$ cat src/rtl/hetic_pkg.sv
// hetic arbitration types, sizes and the candidate compare.
// Shared by the reduction tree and the arbiter stage.
package hetic_pkg;

  localparam int unsigned NrIrqLines  = 64;
  localparam int unsigned NrIrqPrios  = 32;
  localparam int unsigned IrqWidth    = $clog2(NrIrqLines);
  localparam int unsigned PrioWidth   = $clog2(NrIrqPrios);
  localparam int unsigned DrainCycles = 2;
  localparam int unsigned CntWidth    = $clog2(DrainCycles + 1);

  typedef struct packed {
    logic                 valid;
    logic [IrqWidth-1:0]  id;
    logic [PrioWidth-1:0] prio;
    logic                 heti;
    logic                 nest;
  } irq_cand_t;

  typedef enum logic [1:0] {
    IDLE,
    OFFER,
    DRAIN
  } arb_state_e;

  function automatic logic cand_wins(irq_cand_t a, irq_cand_t b);
    if (a.valid != b.valid) return a.valid;
    if (a.prio != b.prio) return a.prio > b.prio;
    return a.id <= b.id;
  endfunction

endpackage

$ cat src/rtl/hetic_arb_tree.sv
// Balanced log2(N)-deep winner reduction over candidates.
// Left subtrees always hold lower ids, so ties fall to the left.
module hetic_arb_tree
  import hetic_pkg::*;
#(
  parameter int unsigned N = NrIrqLines
) (
  input  irq_cand_t cands [N],
  output irq_cand_t winner
);

  localparam int unsigned Depth = $clog2(N);

  for (genvar l = 0; l <= Depth; l++) begin : g_lvl
    irq_cand_t node [N >> l];
    if (l == 0) begin : g_leaf
      assign node = cands;
    end else begin : g_red
      for (genvar k = 0; k < (N >> l); k++) begin : g_node
        assign node[k] =
          cand_wins(g_lvl[l-1].node[2*k], g_lvl[l-1].node[2*k+1])
            ? g_lvl[l-1].node[2*k]
            : g_lvl[l-1].node[2*k+1];
      end
    end
  end

  assign winner = g_lvl[Depth].node[0];

endmodule

$ cat src/rtl/hetic_arbiter.sv
// hetic arbitration and claim stage: picks the best eligible line,
// offers it to the core and issues the pending-clear on a claim.
module hetic_arbiter
  import hetic_pkg::*;
(
  input  logic                                 clk_i,
  input  logic                                 rst_i,
  input  logic [NrIrqLines-1:0]                line_ie_i,
  input  logic [NrIrqLines-1:0]                line_ip_i,
  input  logic [NrIrqLines-1:0]                line_heti_i,
  input  logic [NrIrqLines-1:0]                line_nest_i,
  input  logic [NrIrqLines-1:0][PrioWidth-1:0] line_prio_i,
  input  logic [PrioWidth-1:0]                 thresh_i,
  output logic                                 irq_valid_o,
  output logic [IrqWidth-1:0]                  irq_id_o,
  output logic [PrioWidth-1:0]                 irq_prio_o,
  output logic                                 irq_heti_o,
  output logic                                 irq_nest_o,
  input  logic                                 irq_ack_i,
  input  logic [IrqWidth-1:0]                  irq_id_i,
  output logic                                 clr_valid_o,
  output logic [IrqWidth-1:0]                  clr_id_o,
  output logic                                 ack_err_o
);

  irq_cand_t cands [NrIrqLines];
  irq_cand_t tree_win;
  irq_cand_t cand_q;
  irq_cand_t offer_q, offer_d;

  arb_state_e          state_q, state_d;
  logic [CntWidth-1:0] cnt_q, cnt_d;
  logic                clr_valid_q, clr_valid_d;
  logic [IrqWidth-1:0] clr_id_q, clr_id_d;
  logic                ack_err_q, ack_err_d;

  always_comb begin
    for (int i = 0; i < NrIrqLines; i++) begin
      cands[i].valid = line_ie_i[i] & line_ip_i[i]
                     & (line_prio_i[i] > thresh_i);
      cands[i].id    = IrqWidth'(i);
      cands[i].prio  = line_prio_i[i];
      cands[i].heti  = line_heti_i[i];
      cands[i].nest  = line_nest_i[i];
    end
  end

  hetic_arb_tree #(
    .N(NrIrqLines)
  ) u_tree (
    .cands (cands),
    .winner(tree_win)
  );

  always_ff @(posedge clk_i) begin
    if (rst_i) cand_q <= '0;
    else       cand_q <= tree_win;
  end

  always_ff @(posedge clk_i) begin
    if (rst_i) begin
      state_q     <= IDLE;
      cnt_q       <= '0;
      offer_q     <= '0;
      clr_valid_q <= 1'b0;
      clr_id_q    <= '0;
      ack_err_q   <= 1'b0;
    end else begin
      state_q     <= state_d;
      cnt_q       <= cnt_d;
      offer_q     <= offer_d;
      clr_valid_q <= clr_valid_d;
      clr_id_q    <= clr_id_d;
      ack_err_q   <= ack_err_d;
    end
  end

  // A claim wins over a same-cycle preemption or withdrawal.
  always_comb begin
    state_d     = state_q;
    cnt_d       = cnt_q;
    offer_d     = offer_q;
    clr_valid_d = 1'b0;
    clr_id_d    = '0;
    ack_err_d   = 1'b0;
    unique case (state_q)
      IDLE: begin
        ack_err_d = irq_ack_i;
        if (cand_q.valid) begin
          offer_d = cand_q;
          state_d = OFFER;
        end
      end
      OFFER: begin
        if (irq_ack_i && irq_id_i == offer_q.id) begin
          clr_valid_d = 1'b1;
          clr_id_d    = offer_q.id;
          offer_d     = '0;
          cnt_d       = CntWidth'(DrainCycles);
          state_d     = DRAIN;
        end else if (irq_ack_i) begin
          ack_err_d = 1'b1;
        end else if (!cand_q.valid) begin
          offer_d = '0;
          state_d = IDLE;
        end else begin
          offer_d = cand_q;
        end
      end
      DRAIN: begin
        ack_err_d = irq_ack_i;
        if (cnt_q <= CntWidth'(1)) begin
          cnt_d   = '0;
          state_d = IDLE;
        end else begin
          cnt_d = cnt_q - 1'b1;
        end
      end
      default: state_d = IDLE;
    endcase
  end

  assign irq_valid_o = offer_q.valid;
  assign irq_id_o    = offer_q.id;
  assign irq_prio_o  = offer_q.prio;
  assign irq_heti_o  = offer_q.heti;
  assign irq_nest_o  = offer_q.nest;
  assign clr_valid_o = clr_valid_q;
  assign clr_id_o    = clr_id_q;
  assign ack_err_o   = ack_err_q;

endmodule

$ cat config.mk
export PLATFORM = sky130hd
export DESIGN_NAME = hetic_arbiter
export DESIGN_NICKNAME = d
export VERILOG_FILES = /design/src/rtl/hetic_pkg.sv /design/src/rtl/hetic_arb_tree.sv /design/src/rtl/hetic_arbiter.sv
export SDC_FILE = /design/constraint.sdc
export NUM_CORES = 1
export LEC_CHECK = 0
export ABC_AREA = 0
export CAP_MARGIN = 20
export CORE_AREA = 2 2 240 242
export DETAILED_ROUTE_END_ITERATION = 16
export DIE_AREA = 0 0 242 244
export PLACE_DENSITY = 0.72
export REMOVE_ABC_BUFFERS = 1
export SYNTH_ARGS = -nofsm -noshare
export SYNTH_HDL_FRONTEND = slang
export SYNTH_SLANG_ARGS = --single-unit
export TNS_END_PERCENT = 5
$ cat constraint.sdc
create_clock -name clk_i -period 36 [get_ports clk_i]
set_clock_uncertainty 0.1 [all_clocks]
set_input_delay 7.2 -clock clk_i [delete_from_list [all_inputs] [get_ports clk_i]]
set_output_delay 7.2 -clock clk_i [all_outputs]
set_load 0.1 [all_outputs]
# == Yosys cells after proc, flatten, opt, wreduce, memory -nomap -nowiden ==
# Index checks and enable logic that the tools add are counted.
# W data, S select, Z words.
# word_totals
wordCells,971
out_inout_bits,22
register_bits,40
inputBits,590
# classes
reduce_logical,10
magnitude_cmp,159
eq_ne,134
n_addsub,1
n_mux,522
bitwise,130
# ops
operator,n
$mux W14,67
$gt A5 B5 Y1,127
$mux W1,444
$ne A5 B5 Y1,63
$le A6 B6 Y1,31
$and A1 B1 Y1,128
$ne A1 B1 Y1,63
$pmux W14 S2,1
$mux W2,7
$eq A6 B6 Y1,1
$ne A2 B2 Y1 const B,3
$ne A3 B3 Y1 const B,2
$pmux W2 S3,1
$pmux W2 S2,1
$reduce_and A4 Y1,1
$reduce_bool A2 Y1,2
$reduce_or A2 Y1,2
$reduce_and A3 Y1,1
$reduce_or A3 Y1,1
$eq A2 B1 Y1 const B,1
$eq A2 B2 Y1 const B,1
$le A2 B1 Y1 const B,1
$logic_not A2 Y1,1
$not A1 Y1,2
other kinds (4),4

# == Logic depth before layout (Yosys ltp) ==
# Gate-level depths: netlist of run 1.
# depth
word_depth,38
ltp_mapped,65
depth_no_buf,63

# == By module ==
# Synthesis of run 1 repeated with hierarchy kept, for this count alone.
# unflattened
cells_unflattened,4984
hier_area_um2,38274.2
# by_module_without_submodules
mod,seq_area_each_um2,n_inst,cells_per_inst,area_each_um2
hetic_arb_tree,0.0,1,3962,29624.7
hetic_arbiter,800.8,1,1022,8649.5

# == Worst setup path before layout of run 1 ==
# OpenSTA, ideal clock, no wires.
# synth_path
path_type,input port to flip-flop
startpoint,input thresh_i[1]
endpoint,register cand_q[0] (netlist bit)
path_stages,63
t_arrival_ns,19.072
setup_time_ns,0.073
required_time_ns,35.827
setup_slack_ns,16.754
path_buffers,4
path_cell_list,inv_1 > ha_1 > nor2b_1 > o21ai_0 > nand2b_1 > a21oi_1 > nor2b_1 > o2111ai_1 > maj3_1 > clkbuf_1 > mux2i_1 > inv_1 > ha_1 > nand2b_1 > a21o_1 > a21oi_1 > nor2b_1 > o21ai_0 > [27 not listed] > a21oi_1 > nor2b_1 > o21ai_0 > nand2b_1 > maj3_1 > inv_1 > mux2_2 > ha_1 > nor2b_1 > o21ai_0 > nand2b_1 > a21oi_1 > o31ai_1 > o21ai_0 > nor2_1 > nand2b_4 > buf_6 > o211ai_2
# synth_between
elab_chain_len,37
word_cells_on_any_way,724
cone_classes,order compare: 126; eq/ne: 94; mux: 440; bitwise: 64
# synth_lines
item,line_no,source
from (decl),hetic_arbiter.sv:13,"input logic [PrioWidth-1:0] thresh_i,"
branches (longest 36 deep; another with $gt A5 B5 Y1),n/a,
$mux W14 *,hetic_arb_tree.sv:22,? g_lvl[l-1].node[2*k]
to (signal assigned),hetic_arbiter.sv:57,else cand_q <= tree_win;
to (decl),hetic_arbiter.sv:28,irq_cand_t cand_q;
# Every way passes the cells marked *. The select of a mux whose other input is x is not followed.
# A chain may end at the register's enable or synchronous reset.

# == Worst setup path in the final report of run 1 ==
# layout_path
startpoint,input thresh_i[1]
endpoint,register cand_q[1] (netlist bit)
# Same word-level chain as after synthesis.

==> summary.md, run 1 <==
| Metric | Value |
|---|---|
| Outcome | `completed` |
| Largest net degree at the start of global routing | `38` |
| Die Wd | `between 200 and 250 um` |
| Yosys cell types | `77` |
| Remaining Overflow, GRT | `0` |
| CTS tree | `done` |
| Final period utilization | `0.5812` |
| Setup violators final | `0` |
| Initial antenna violation count | `6` |
| Root Driver | `clkbuf_16` |
| Yosys warnings | `0` |
| Worst Path Required | `36.12 ns` |
| Commonest non-fill, non-tap cell in the layout | `clkdlybuf4s50_1` |
| Post-Route Utilization | `0.5252` |
| Worst path slowest cell | `a221oi_1` |
| Drt total wl | `between 70 and 80 mm` |
| Commonest cells after routing, fill and taps aside | `607 x clkdlybuf4s50_1, 598 x ha_1, 313 x a21oi_1, 295 x inv_1, 218 x nand2_1` |
| Iteration-0 DRC Markers | `1,022` |
| Detail-routed via count per cell | `roughly 5.4` |
| Max-cap violations | `0` |
| Post-Syn Area per Cell | `between 7 and 8 um^2` |
| Top FF cell, synth | `dfxtp_1` |
| Clock Sinks | `40` |
| Area delta synth->final | `31.60%` |
| Post-cts sizing count | `0` |
| Vias in the first global route | `about 23,000` |
| Critical Path Fanout Max | `34` |
| Clock Latency Late Sink | `just under 0.3 ns` |
| DR DRC count | `0` |
| Relative slew slack | `0.1924` |
| Seq cells post-synth | `40` |
| Port Buf Inserts | `611` |
| Initial core utilization | `0.3991` |
| Power per cell area | `~46 nW/um^2` |
| Ys async rst share | `0` |
| Least-Margin Pin Slew | `approximately 1.2 ns` |
| DRT antenna net count | `0` |
| FMAX | `47.80 MHz` |
| H-Tree Depth | `2` |
| Placement Rows | `87` |
| Crit path launch type | `input pin` |
| DIE HEIGHT | `244 um` |
| Hold Path Class | `register to register` |
| Leakage | `between 10 and 15 nW` |
| Post-route cell area | `between 20,000 and 30,000 um^2` |
| Mapped Area | `about 22,000 um^2` |
| Fin. max-slew vios | `0` |
| Worst VDD drop | `approximately 0.00006 V` |
| Tot GR Track Use | `0.2567` |
| Final Critical Period | `20.92 ns` |
| Post-CTS setup buffer count | `0` |
| # nets final | `roughly 4,800` |
| Vias | `around 23,000` |
| First-pass GRT wire length | `roughly 120 mm` |
| CTS Buf Count | `5` |
| Post-synth EDFFs | `0` |
| Worst setup margin | `between 15 and 20 ns` |
| # hold bufs at CTS | `0` |
| RSZ-0062 raised after global routing | `false` |
| Seq/Total Area, Yosys | `0.03572` |
| Critical Path Most Common Cell | `ha_1` |
| Full die area | `59,050 um^2` |
| Total core area | `~56,000 um^2` |
| Setup crit end kind | `register` |
| Total Neg Setup Slack | `0 ns` |
| WL per Instance | `approximately 18 um` |
| Largest stage delay on the critical path | `about 0.63 ns` |
| CTS Buffer Depth | `2` |
| First-pass iteration count of the detailed router | `5` |
| Gate Count Post-Synth | `2,996` |
| WS Path Type | `input pin to register` |
| Hold Vio Cnt, Final | `0` |
| Placed instance area | `just under 30,000 um^2` |
| Clock-pin transition on the worst setup and hold timing paths | `roughly 0.06 ns` |
| HPWL reported at the end of detailed placement | `roughly 70 mm` |
| Layout cell share with drive strength beyond 1 | `0.04376` |
| Placer Congestion | `around 0.93` |
| Num ports | `between 600 and 700` |
| Post-place setup slack | `between 10 and 15 ns` |
| Arr. time, crit path | `21.04 ns` |
==> cells by family (layout without fill, tap and decap cells) <==
| family | Yosys count | in the layout | synth area share |
|---|---|---|---|
| xor+xnor | 6 | 6 | 0.002344 |
| other cells | 0 | 5 | 0 |
| buf+inv | 365 | 934 | 0.06207 |
| simple gates | 763 | 763 | 0.1643 |
| flops | 40 | 40 | 0.03572 |
| compound gates | 923 | 923 | 0.2617 |
| mux | 238 | 238 | 0.1115 |
| fa+ha+maj | 661 | 661 | 0.3624 |
==> per-layer routing <==
metal / global-route usage / share of wire / up-vias
met4: 0.06917 / 0.027 / 2
met5: 0 / 0.00010 / -
li1: - / - / 12148
met1: 0.3249 / 0.45 / 10586
met3: 0.03358 / 0.049 / 107
met2: 0.4557 / 0.48 / 613
==> critical path, delay by kind of cell <==
kind	cells	cell delay, ns
AO/OA/AOI/OAI	23	5.04
adder cells (fa/ha/maj)	9	3.04
AND/OR/NAND/NOR	16	2.64
buffers and inverters	6	2.25
multiplexers	3	0.83
==> cell usage after synthesis (4+ instances only) <==
library cell,instances,area (um^2)
o21ai_0,156,780.8
nor2b_1,79,494.2
a211oi_1,27,202.7
maj3_1,55,550.5
o31a_1,6,52.55
a211o_1,9,78.83
or3_1,6,37.54
nor3_1,15,75.07
ha_1,598,7482
dfxtp_1,40,800.8
or2_2,11,68.82
o211ai_1,76,570.6
a21o_1,89,668.1
a21oi_1,313,1567
nand3_1,76,380.4
nor2_1,187,701.9
mux2_2,87,979.7
inv_1,299,1122
o21ai_1,5,25.02
a31oi_1,31,193.9
clkbuf_1,54,202.7
maj3_2,8,90.09
o211ai_2,7,87.58
o21bai_1,23,172.7
a21boi_0,14,105.1
mux2i_1,149,1491
a22oi_1,16,120.1
o21a_1,73,548.0
xor2_1,4,35.03
o31ai_1,16,120.1
buf_2,8,40.04
nand2_1,218,818.3
a221oi_1,4,35.03
a41oi_1,4,35.03
and3_1,36,225.2
o2111ai_1,16,140.1
nand2b_1,96,600.6
and2_1,19,118.9
and4_1,8,70.07
==> worst paths after layout <==
path	from	endpoint	slack, ns	cells after the start
setup / recovery	thresh_i[1]	cand_q[1]	15.08	57
hold / removal	cand_q[8]	irq_id_o[1]	0.38	2
setup reg to reg	irq_id_o[2]	clr_id_o[1]	33.11	5
hold reg to reg	cand_q[8]	irq_id_o[1]	0.38	2
==> stage by stage <==
step	hold slack, ns	std cells	total power (W)
after CTS	0.3825	4319	0.001366
after floorplan	0.3477	2931	0.0009363
after global placement	0.3623	4311	0.001288
final	0.3841	4326	0.001367
after global routing	0.4100	4326	0.001529
after detailed placement	0.3709	4311	0.001308
==> state kept, by name (all words and copies together) (netlist names) <==
name and flops:
cand_q 14, clr_id_o 6, irq_id_o 6, irq_prio_o 5, cnt_q 2, state_q 2, ack_err_o 1, clr_valid_o 1
irq_heti_o 1, irq_nest_o 1, irq_valid_o 1
==> power by group <==
group	internal, W	switching, W	leakage [nW]
clock	0.0000330	0.0000195	0.0805
sequential	0.0000584	0.00000442	0.328
combinational	0.000530	0.000721	13.8
==> cell type report <==
class                      instances  area (um^2)
fill                            5433        26670
clock buffer                       5        125.1
clock inverter                     3        46.29
antenna                            5        12.51
tap                              756        945.9
timing repair buffer             626         6218
sequential                        40        800.8
inverter                         300         1127
multi-input combinational       2591        20220
Note: power is estimated with default switching activity, not from simulation.
==> run 2: changes to the inputs <==
- clock period: 36 -> 21.6 ns (I/O delays scaled with it)
==> run 2 against run 1 <==
Against the previous run: sequential cell count unchanged; design area barely moved; clock power rose by 40%; core utilization hardly changed; critical path type unchanged.
==> summary.md, run 2 (synthesized netlist as in run 1, its figures left out) <==
| Metric | Value |
|---|---|
| Commonest non-fill, non-tap cell in the layout | `clkdlybuf4s50_1` |
| Tot GR Track Use | `0.2564` |
| Placement Rows | `just under 90` |
| Relative slew slack | `0.2266` |
| Hold Path Class | `register to register` |
| RSZ-0062 raised after global routing | `false` |
| First-pass iteration count of the detailed router | `5` |
| DRT antenna net count | `0` |
| Root Driver | `clkbuf_16` |
| # nets final | `between 4,000 and 5,000` |
| Post-cts sizing count | `0` |
| DIE HEIGHT | `~240 um` |
| CTS tree | `done` |
| CTS Buf Count | `5` |
| Worst-case reg-to-reg path depth | `7` |
| Critical R2R Launch | `irq_id_o[2]` |
| Crit path launch type | `input pin` |
| Largest register FFs | `14` |
| Post-CTS setup buffer count | `0` |
| Total power draw | `between 0.002 and 0.0025 W` |
| Full die area | `about 59,000 um^2` |
| Vias | `23,633` |
| Setup violators final | `0` |
| Final period utilization | `0.8004` |
| Total Neg Setup Slack | `0 ns` |
| Hold Vio Cnt, Final | `0` |
| Worst setup margin | `between 4 and 5 ns` |
| Setup crit end kind | `register` |
| Iteration-0 DRC Markers | `1,274` |
| FMAX | `approximately 58 MHz` |
| Area delta synth->final | `31.56%` |
| Worst VDD drop | `0.0001289 V` |
| Critical path endpoint | `cand_q[8]` |
| CTS Buffer Depth | `2` |
| Total core area | `between 50,000 and 60,000 um^2` |
| WL per Instance | `18.29 um` |
| Reg-to-reg setup timing slack | `18.90 ns` |
| First-pass GRT wire length | `122.0 mm` |
| Least-Margin Pin Slew | `around 1.2 ns` |
| HPWL reported at the end of detailed placement | `slightly below 70 mm` |
| Clock Sinks | `40` |
| Arr. time, crit path | `about 17 ns` |
| Commonest cells after routing, fill and taps aside | `607 x clkdlybuf4s50_1, 598 x ha_1, 313 x a21oi_1, 295 x inv_1, 218 x nand2_1` |
| Port Buf Inserts | `around 610` |
| Outcome | `completed` |
| Placed instance area | `29,320 um^2` |
| Critical Path Most Common Cell | `ha_1` |
| Post-Route Utilization | `0.5251` |
| Clock-pin transition on the worst setup and hold timing paths | `0.06 ns` |
| Initial antenna violation count | `6` |
| # hold bufs at CTS | `0` |
| Drt total wl | `roughly 79 mm` |
| Initial core utilization | `0.3991` |
| Largest net degree at the start of global routing | `65` |
| Worst path slowest cell | `nor2_1` |
| Placer Congestion | `between 0.9 and 1` |
| Num ports | `~610` |
| Vias in the first global route | `22,637` |
| WS Path Type | `input pin to register` |
| Final Critical Period | `approximately 17 ns` |
| Power per cell area | `a little under 80 nW/um^2` |
| Critical Path Fanout Max | `between 40 and 50` |
| Leakage | `14.18 nW` |
| Clock Latency Late Sink | `0.28 ns` |
| Post-route cell area | `29,490 um^2` |
| DR DRC count | `0` |
| Worst Path Required | `21.71 ns` |
| Detail-routed via count per cell | `5.463` |
| Largest stage delay on the critical path | `between 0.6 and 0.7 ns` |
| Max-cap violations | `0` |
| Layout cell share with drive strength beyond 1 | `0.04403` |
| Die Wd | `242 um` |
| Reg-to-reg endpoint | `irq_prio_o[0]` |
| Largest reg by FF count | `cand_q` |
| H-Tree Depth | `2` |
| Remaining Overflow, GRT | `0` |
| Fin. max-slew vios | `0` |
| Post-place setup slack | `slightly below 4 ns` |
| Critical Path Source | `thresh_i[4]` |
run 2: how the worst min path moves through the flow:
stage,from,end,slack (ns),depth (start not counted)
global route,cand_q[4],irq_prio_o[2],0.40,2
detailed placement,cand_q[9],irq_id_o[2],0.37,2
floorplan,cnt_q[1],cnt_q[1],0.35,2
CTS,cand_q[4],irq_prio_o[2],0.38,2
finish,cand_q[9],irq_id_o[2],0.38,2
global placement,cand_q[9],irq_id_o[2],0.36,2
run 2: metrics by stage:
step | cells | hold WS (ns)
after floorplan | 2931 | 0.3477
after global placement | 4312 | 0.3615
after detailed placement | 4312 | 0.3683
after CTS | 4319 | 0.3840
after global routing | 4326 | 0.4035
final | 4326 | 0.3818
run 2: critical path, delay by kind of cell:
family,cells,cell delay (ns)
AOI/OAI and AO/OA,22,4.78
buffers and inverters,6,1.56
and+or+nand+nor,16,2.76
adders and majority gates,9,3.08
muxes,3,0.83
run 2: final cells by class:
| cell class | instances | area (um^2) |
|---|---|---|
| Tap cell | 756 | 945.9 |
| Inverter | 300 | 1127 |
| Multi-Input combinational cell | 2591 | 20220 |
| Sequential cell | 40 | 800.8 |
| Timing Repair Buffer | 628 | 6246 |
| Clock buffer | 5 | 125.1 |
| Clock inverter | 2 | 12.51 |
| Fill cell | 5426 | 26680 |
| Antenna cell | 4 | 10.01 |
run 2: power by group:
| part | internal (W) | leakage [nW] | switching, W |
|---|---|---|---|
| Combinational | 0.000884 | 13.8 | 0.00121 |
| Sequential | 0.0000973 | 0.328 | 0.00000777 |
| Clock | 0.0000420 | 0.0657 | 0.0000313 |
| Total | 0.00102 | 14.2 | 0.00125 |
run 2: layer usage:
metal | global-route usage | vias up | wire length [um]
met1 | 0.3244 | 10750 | 34760
met2 | 0.4459 | 632 | 37120
met3 | 0.03589 | 121 | 4479
met4 | 0.08551 | 2 | 2747
met5 | 0 | - | 13
li1 | - | 12128 | -
